File: src/rtl/sys_bridge_n.sv
// CPU-to-peripheral bridge: 16-byte window decode, one-hot write strobes, registered reads, interrupt controller.
// Optional BRIDGE_IRQ_LATCH_EN: edge-latched IRQ_PEND with write-1-to-clear; otherwise level interrupts from irq_q.
module sys_bridge_n #(
    parameter int          DEV_NUM = 3,
    parameter logic [31:0] BASE    = 32'h0000_7F00
) (
    input  logic                   clk,
    input  logic                   reset,
    input  logic [31:0]            PrAddr,
    input  logic [31:0]            PrWD,
    input  logic [3:0]             PrBE,
    input  logic                   PrWE,
    input  logic                   PrRE,
    output logic [31:0]            PrRD,
    output logic                   PrRdValid,
    output logic                   PrErr,
    output logic [1:0]             DEV_Off,
    output logic [31:0]            DEV_WD,
    output logic [3:0]             DEV_BE,
    output logic [DEV_NUM-1:0]     DEV_WE,
    input  logic [32*DEV_NUM-1:0]  DEV_RD,
    input  logic [DEV_NUM-1:0]     DEV_IRQ,
    output logic [5:0]             HWInt
);

    logic [27:0]        idx;
    logic               hit;
    logic               reg_sel;
    logic [DEV_NUM-1:0] dev_sel;
    logic               rd_req;
    logic               err;
    logic               reg_wr;
    logic [31:0]        dev_rdata;
    logic [31:0]        reg_rdata;
    logic [31:0]        rd_data;
    logic [DEV_NUM-1:0] mask_reg;
    logic [DEV_NUM-1:0] irq_q;
    logic [DEV_NUM-1:0] pend_view;
    logic [DEV_NUM-1:0] hw_src;

    assign idx     = 28'((PrAddr - BASE) >> 4);
    assign hit     = (PrAddr >= BASE) && (idx <= 28'(DEV_NUM));
    assign reg_sel = hit && (idx == 28'(DEV_NUM));

    assign DEV_Off = PrAddr[3:2];
    assign DEV_WD  = PrWD;
    assign DEV_BE  = PrBE;

    genvar gi;
    generate
        for (gi = 0; gi < DEV_NUM; gi++) begin : g_dev
            assign dev_sel[gi] = hit && (idx == 28'(gi));
            // A simultaneous read+write still performs the write.
            assign DEV_WE[gi]  = ~reset & PrWE & dev_sel[gi];
        end
    endgenerate

    // A both-high request is a write; it never produces a read response.
    assign rd_req = PrRE & ~PrWE;
    assign err    = ((PrWE | PrRE) & ~hit) | (PrWE & PrRE);
    assign reg_wr = PrWE & reg_sel & (PrBE == 4'b1111);

    always_comb begin
        dev_rdata = '0;
        for (int i = 0; i < DEV_NUM; i++) begin
            if (dev_sel[i]) dev_rdata = DEV_RD[i*32 +: 32];
        end
    end

    always_comb begin
        reg_rdata = '0;
        case (PrAddr[3:2])
            2'd0:    reg_rdata[DEV_NUM-1:0] = mask_reg;
            2'd1:    reg_rdata[DEV_NUM-1:0] = pend_view;
            2'd2:    reg_rdata[DEV_NUM-1:0] = irq_q;
            default: reg_rdata = 32'(DEV_NUM);
        endcase
    end

    // Unmapped reads fall through to zero because no dev_sel bit is set.
    assign rd_data = reg_sel ? reg_rdata : dev_rdata;

    always_ff @(posedge clk or posedge reset) begin
        if (reset) begin
            PrRD      <= '0;
            PrRdValid <= 1'b0;
            PrErr     <= 1'b0;
            mask_reg  <= '0;
            irq_q     <= '0;
        end else begin
            irq_q     <= DEV_IRQ;
            PrRdValid <= rd_req;
            PrErr     <= err;
            if (rd_req) PrRD <= rd_data;
            if (reg_wr && PrAddr[3:2] == 2'd0) mask_reg <= PrWD[DEV_NUM-1:0];
        end
    end

`ifdef BRIDGE_IRQ_LATCH_EN
    logic [DEV_NUM-1:0] irq_d;
    logic [DEV_NUM-1:0] pend_reg;
    logic [DEV_NUM-1:0] clr;

    assign clr = (reg_wr && PrAddr[3:2] == 2'd1) ? PrWD[DEV_NUM-1:0] : '0;

    // Edge taken one stage after irq_q so pending rises two cycles after DEV_IRQ.
    always_ff @(posedge clk or posedge reset) begin
        if (reset) begin
            irq_d    <= '0;
            pend_reg <= '0;
        end else begin
            irq_d    <= irq_q;
            pend_reg <= (pend_reg & ~clr) | (irq_q & ~irq_d);
        end
    end

    assign pend_view = pend_reg;
    assign hw_src    = pend_reg & mask_reg;
`else
    assign pend_view = irq_q;
    assign hw_src    = irq_q & mask_reg;
`endif

    generate
        for (gi = 0; gi < 6; gi++) begin : g_hw
            if (gi < DEV_NUM) begin : g_on
                assign HWInt[gi] = hw_src[gi];
            end else begin : g_off
                assign HWInt[gi] = 1'b0;
            end
        end
    endgenerate

endmodule

File: config.mk
export PLATFORM = sky130hd
export DESIGN_NAME = sys_bridge_n
export DESIGN_NICKNAME = d
export VERILOG_FILES = /design/src/rtl/sys_bridge_n.sv
export SDC_FILE = /design/constraint.sdc
export NUM_CORES = 1
export LEC_CHECK = 0
export CAP_MARGIN = 15
export CORE_AREA = 2 2 98 100
export DETAILED_ROUTE_END_ITERATION = 10
export DIE_AREA = 0 0 100 102
export PLACE_DENSITY_LB_ADDON = 0.12
export REMOVE_ABC_BUFFERS = 1
export SLEW_MARGIN = 5
export SYNTH_ARGS = -nofsm -noshare
export SYNTH_HDL_FRONTEND = slang
export SYNTH_SLANG_ARGS = --single-unit
export TNS_END_PERCENT = 30
File: constraint.sdc
create_clock -name clk -period 3.26 [get_ports clk]
set_input_delay 0.326 -clock clk [delete_from_list [all_inputs] [get_ports clk]]
set_output_delay 0.326 -clock clk [all_outputs]
set_load 0.05 [all_outputs]
; ---- Word-level counts from Yosys, hierarchy flattened
; Cells that the tools add are included.
[totals]
ff_bits = 40
input_bits = 171
[classes]
n_addsub = 1
mux = 5
n_eq_ne = 6
reduce_logical = 9
n_lt_le_gt_ge = 2
bitwise = 15
[op_table]
columns = cell, n
row1 = 32-bit 2-to-1 mux, 4
row2 = "28-bit by 2-bit == test with 1-bit output, second input constant", 2
row3 = "32-bit by 15-bit >= comparator with 1-bit output, second input constant", 1
row4 = "32-bit by 15-bit subtractor with 32-bit output, second input constant", 1
row5 = "28-bit by 1-bit == test with 1-bit output, second input constant", 1
row6 = "28-bit by 2-bit less-or-equal comparator with 1-bit output, second input constant", 1
row7 = 28-bit zero test, 1
row8 = 1-bit AND, 9
row9 = 1-bit logical AND, 6
row10 = 3-bit case mux with 2 select lines, 1
row11 = "4-bit == test, second input constant", 1
row12 = 3-bit AND, 1
row13 = 1-bit NOT, 3
row14 = "2-bit by 1-bit == test with 1-bit output, second input constant", 1
row15 = "2-bit == test, second input constant", 1
row16 = 2-bit zero test, 1
row17 = 1-bit OR, 2
row18 = 2-bit OR reduction, 1

; ---- Depth between registers and ports, before layout
; Gate-level depths: netlist (run 1).
[depth]
ltp_word = 8
depth_mapped = 6

; ---- Worst setup path after synthesis (run 1)
; No wires, ideal clock.
[synth_path]
path_type = input to output
startpoint = input PrAddr[6]
endpoint = output DEV_WE[2]
required_time_ns = 2.934
cell_stages = 6
arrival_ns = 2.570
path_slack_ns = 0.364
path_cell_list = or4_1 -> or4_1 -> or2_1 -> buf_6 -> buf_6 -> nor3_2
[synth_between]
elab_chain_len = 5
word_cells_on_any_way = 7
classes_between = 1 x add/sub / 2 x order compare / 1 x eq/ne / 1 x bitwise / 2 x reduce/logical
[synth_lines]
columns = item, line_no
row1 = from (decl), 9  ; input logic [31:0] PrAddr,
row2 = 32-bit by 15-bit subtractor with 32-bit output, 41  ; assign idx = 28'((PrAddr - BASE) >> 4);
row3 = 28-bit by 2-bit less-or-equal comparator with 1-bit output, 42  ; assign hit = (PrAddr >= BASE) && (idx <= 28'(DEV_NUM));
row4 = 1-bit logical AND, 42
row5 = 1-bit logical AND (*), 52  ; assign dev_sel[gi] = hit && (idx == 28'(gi));
row6 = 1-bit AND (*), 54  ; assign DEV_WE[gi] = ~reset & PrWE & dev_sel[gi];
row7 = to (decl), 20  ; output logic [DEV_NUM-1:0] DEV_WE,
; Mark *: on every way between the ends. The rest lies on a longest branch, timed or not.

; ---- Worst setup path in the final report (run 1)
[layout_path]
startpoint = input PrAddr[6]
endpoint = output DEV_WE[0]
; The elaborated chain is that of the path after synthesis.

==> impl_results.md, run 1 <==
* Setup crit start kind: input pin
* Maximum clock rate at about 0.33 GHz
* Hold path start: DEV_IRQ[0]
* RD Place Congestion at 0.734
* Final Max Tran Viols at 0
* TritonCTS clock tree: done
* VDD IR max at approximately 0.14 mV
* Post-CTS Resized at 0
* Via/cell ratio at between 4 and 5
* Cells on worst reg2reg path at 2
* Most common cell in the netlist: buf_4
* Most repeated library cell on the critical path: or4_1
* Slowest cell on the critical path: or4_1
* Dpl hpwl at 7660 um
* Minimum clock period at ~3000 ps
* #FFs+latches synth at 40
* # setup viols final at 0
* Hold Path Sink: irq_q[0]
* Crit path required time at about 3000 ps
* Distinct cells, synth at 34
* CTS Hold Bufs at 0
* CTS Buffer Depth at 2
* Worst Skew at 5.37 ps
* Crit-path cells: clkdlybuf4s50_1 > or4_1 > or4_1 > or2_2 > nor4_4 > buf_12
* Initial core utilization at between 30% and 40%
* Tot Pwr at 0.00120 W
* Via Count at 2702
* CP Capture Type: output pin
* Pre-CTS worst setup slack at around 230 ps
* Slowest stage delay, CP at around 560 ps
* Worst-margin pin slew at around 640 ps
* Synth warn at 0
* Synth area leaders: dfrtp_1, o31ai_2, buf_4
* Post-synthesis sequential area ratio at 35.2%
* Post-Route WL at 9570 um
* First-iteration detailed-routing DRC count at between 50 and 60
* Post-Syn Area at around 0.0028 mm2
* CP Launch Point: PrAddr[6]
* Pwr Density at 259 mW/mm2
* Initial antenna violation count at 0
* Grt ovf at 0
* Max FO, Critical Path at 5
* H-tree depth at 2
* Final WS setup at approximately 250 ps
* Layout cells sized above 1 at between 10% and 20%
* Post-CTS setup buffer count at 0
* CP Class: in2out
* Largest net degree at the start of global routing at 42
* Slew margin rel. at 57.2%
* Final #Nets at between 600 and 700
* IO Count at approximately 250
* Core Rows at 35
* Hold path depth at 1
* # clock sinks at 40
* Placed insts at about 550
* Vias in the first global route at approximately 2700
* Antenna viol nets, final at 0
* Setup repair after global routing missed its margin: false
* Antenna Cells at 0
* # DRC at 0
* Wire per inst at ~17 um
* R2r setup slk at 2190 ps
* Clk Latency, worst-skew pair at approximately 290 ps
* Hold Crit Class: in2reg
* Die Span X at around 100 um
* Async S/R FF share, synth at between 90% and 100%
* Die area at 0.0102 mm2
* Max reg flops at 32
* # Max-Cap Violations at 0
* Leak Pwr at around 1.9 nW
* Status: complete, no violations
* First-pass GRT wire length at between 10000 and 15000 um
* Number of buffers added on ports at ~190
* Post-synth EDFFs at 0
* RR Startpoint: mask_reg[0]
* Worst-path clk slew at roughly 70 ps
* Cts bufs inserted at 5
* Reg2reg end: PrRD[0]
* Synth Flop Type: dfrtp_1
* Number of fill cells at roughly 900
* Fin. Hold Viols at 0
* Root buf cell: clkbuf_8
* Most instantiated cells after synthesis: buf_4, dfrtp_1, nand2_1
* Post-synth top area cell: dfrtp_1
* Gr usage total at between 10% and 20%
* Avg Cell Area, Syn at between 9 and 10 um2
* Synth-to-Final Area Change at 63.5%
* Tcrit/Tclk final at 92.2%
* Core Box Area at 0.00911 mm2
* Mapped Cells at 300
* Worst path arrival time at 2680 ps
* Cell Count, Final, Fillers Out at about 560
* Yosys top cell area share at 35.2%
* Die H at 102 um
* Pre-antenna DRT Iters at 4
[cell usage in the layout (no fill, tap or decap), drive strengths merged]
cell | netlist | final
clkdlybuf4s50 | 0 | 183
dfrtp | 40 | 40
nand2 | 35 | 35
mux2i | 30 | 30
a21oi | 30 | 30
o31ai | 30 | 30
nor2 | 29 | 29
buf | 48 | 14
clkbuf | 15 | 6
nor4 | 6 | 6
mux2 | 5 | 5
inv | 5 | 5
o22ai | 3 | 3
and2 | 3 | 3
conb | 1 | 3
or4 | 2 | 2
a221oi | 2 | 2
o41ai | 2 | 2
nand4 | 2 | 2
ha | 2 | 2
clkinv | 0 | 2
nand2b | 1 | 1
nand4b | 1 | 1
nand4bb | 1 | 1
nand3 | 1 | 1
or2 | 1 | 1
nand3b | 1 | 1
nor2b | 1 | 1
a22oi | 1 | 1
nor3 | 1 | 1
maj3 | 1 | 1
[report_power, final]
part / internal [W] / total [W] / switching (W)
clock: 0.000169 / 0.000351 / 0.000182
sequential: 0.000499 / 0.000500 / 0.00000125
combinational: 0.000202 / 0.000353 / 0.000151
[cell type report]
cell class | instances | area [um2] | area share, %
clock inverter | 2 | 10.0 | 0.215
timing repair buffer | 197 | 1980 | 42.6
inverter | 5 | 18.8 | 0.404
tap | 111 | 139 | 2.99
clock buffer | 6 | 82.6 | 1.78
sequential | 40 | 1000 | 21.5
multi-input combinational | 194 | 1420 | 30.5
[logic make-up (layout without fill, tap and decap cells)]
group / after synthesis / count (layout) / synth area share [%]
mux: 35 / 35 / 12.5
flops: 40 / 40 / 35.2
fa+ha+maj: 3 / 3 / 1.23
buf+inv: 68 / 210 / 15.4
other cells: 1 / 3 / 0.132
compound gates: 68 / 68 / 20.6
simple gates: 85 / 85 / 14.8
[critical path: cells and delay by family]
family | cells | cell delay [ps]
and+or+nand+nor | 4 | 1780
buffers and inverters | 2 | 570
[worst max path at each step]
stage	cells after the start	slack [ps]	end
2_1_floorplan	4	-70	DEV_WE[2]
3_3_place_gp	6	260	DEV_WE[1]
3_5_place_dp	6	230	DEV_WE[0]
4_1_cts	6	230	DEV_WE[0]
5_1_grt	6	200	DEV_WE[0]
6_report	6	250	DEV_WE[0]
[through the flow]
| step | hold slack, ps | utilization, % | cell area (um2) | setup TNS, ps |
|---|---|---|---|---|
| floorplan | 357 | - | 2430 | -86.0 |
| global placement | 459 | 50.0 | 4560 | 0 |
| detailed placement | 469 | 50.0 | 4560 | 0 |
| CTS | 463 | 51.0 | 4650 | 0 |
| global route | 462 | 51.0 | 4650 | 0 |
| finish | 473 | 51.0 | 4650 | 0 |
[layer usage]
metal / vias to the layer above / wire length (um) / GRT usage, %
met4: 2 / 88 / 4.11
met2: 157 / 4520 / 29.7
li1: 1295 / - / -
met1: 1240 / 3750 / 21.5
met5: - / 41 / 3.85
met3: 8 / 1170 / 8.76
Power figures use the tool's default switching activity.
==> inputs of run 2 (changes only) <==
--- a/config.mk
+++ b/config.mk
@@ -15,4 +15,4 @@
 export SYNTH_ARGS = -nofsm -noshare
 export SYNTH_HDL_FRONTEND = slang
 export SYNTH_SLANG_ARGS = --single-unit
-export TNS_END_PERCENT = 30
+export TNS_END_PERCENT = 50
==> results of run 2 <==
The final DEF is identical to that of run 1; final timing and power are the same.
==> inputs of run 3 (changes only) <==
--- a/config.mk
+++ b/config.mk
@@ -11,6 +11,7 @@
 export DIE_AREA = 0 0 100 102
 export PLACE_DENSITY_LB_ADDON = 0.12
 export REMOVE_ABC_BUFFERS = 1
+export SKIP_CTS_REPAIR_TIMING = 1
 export SLEW_MARGIN = 5
 export SYNTH_ARGS = -nofsm -noshare
 export SYNTH_HDL_FRONTEND = slang
==> results of run 3 <==
The final DEF is identical to that of run 1; final timing and power are the same.
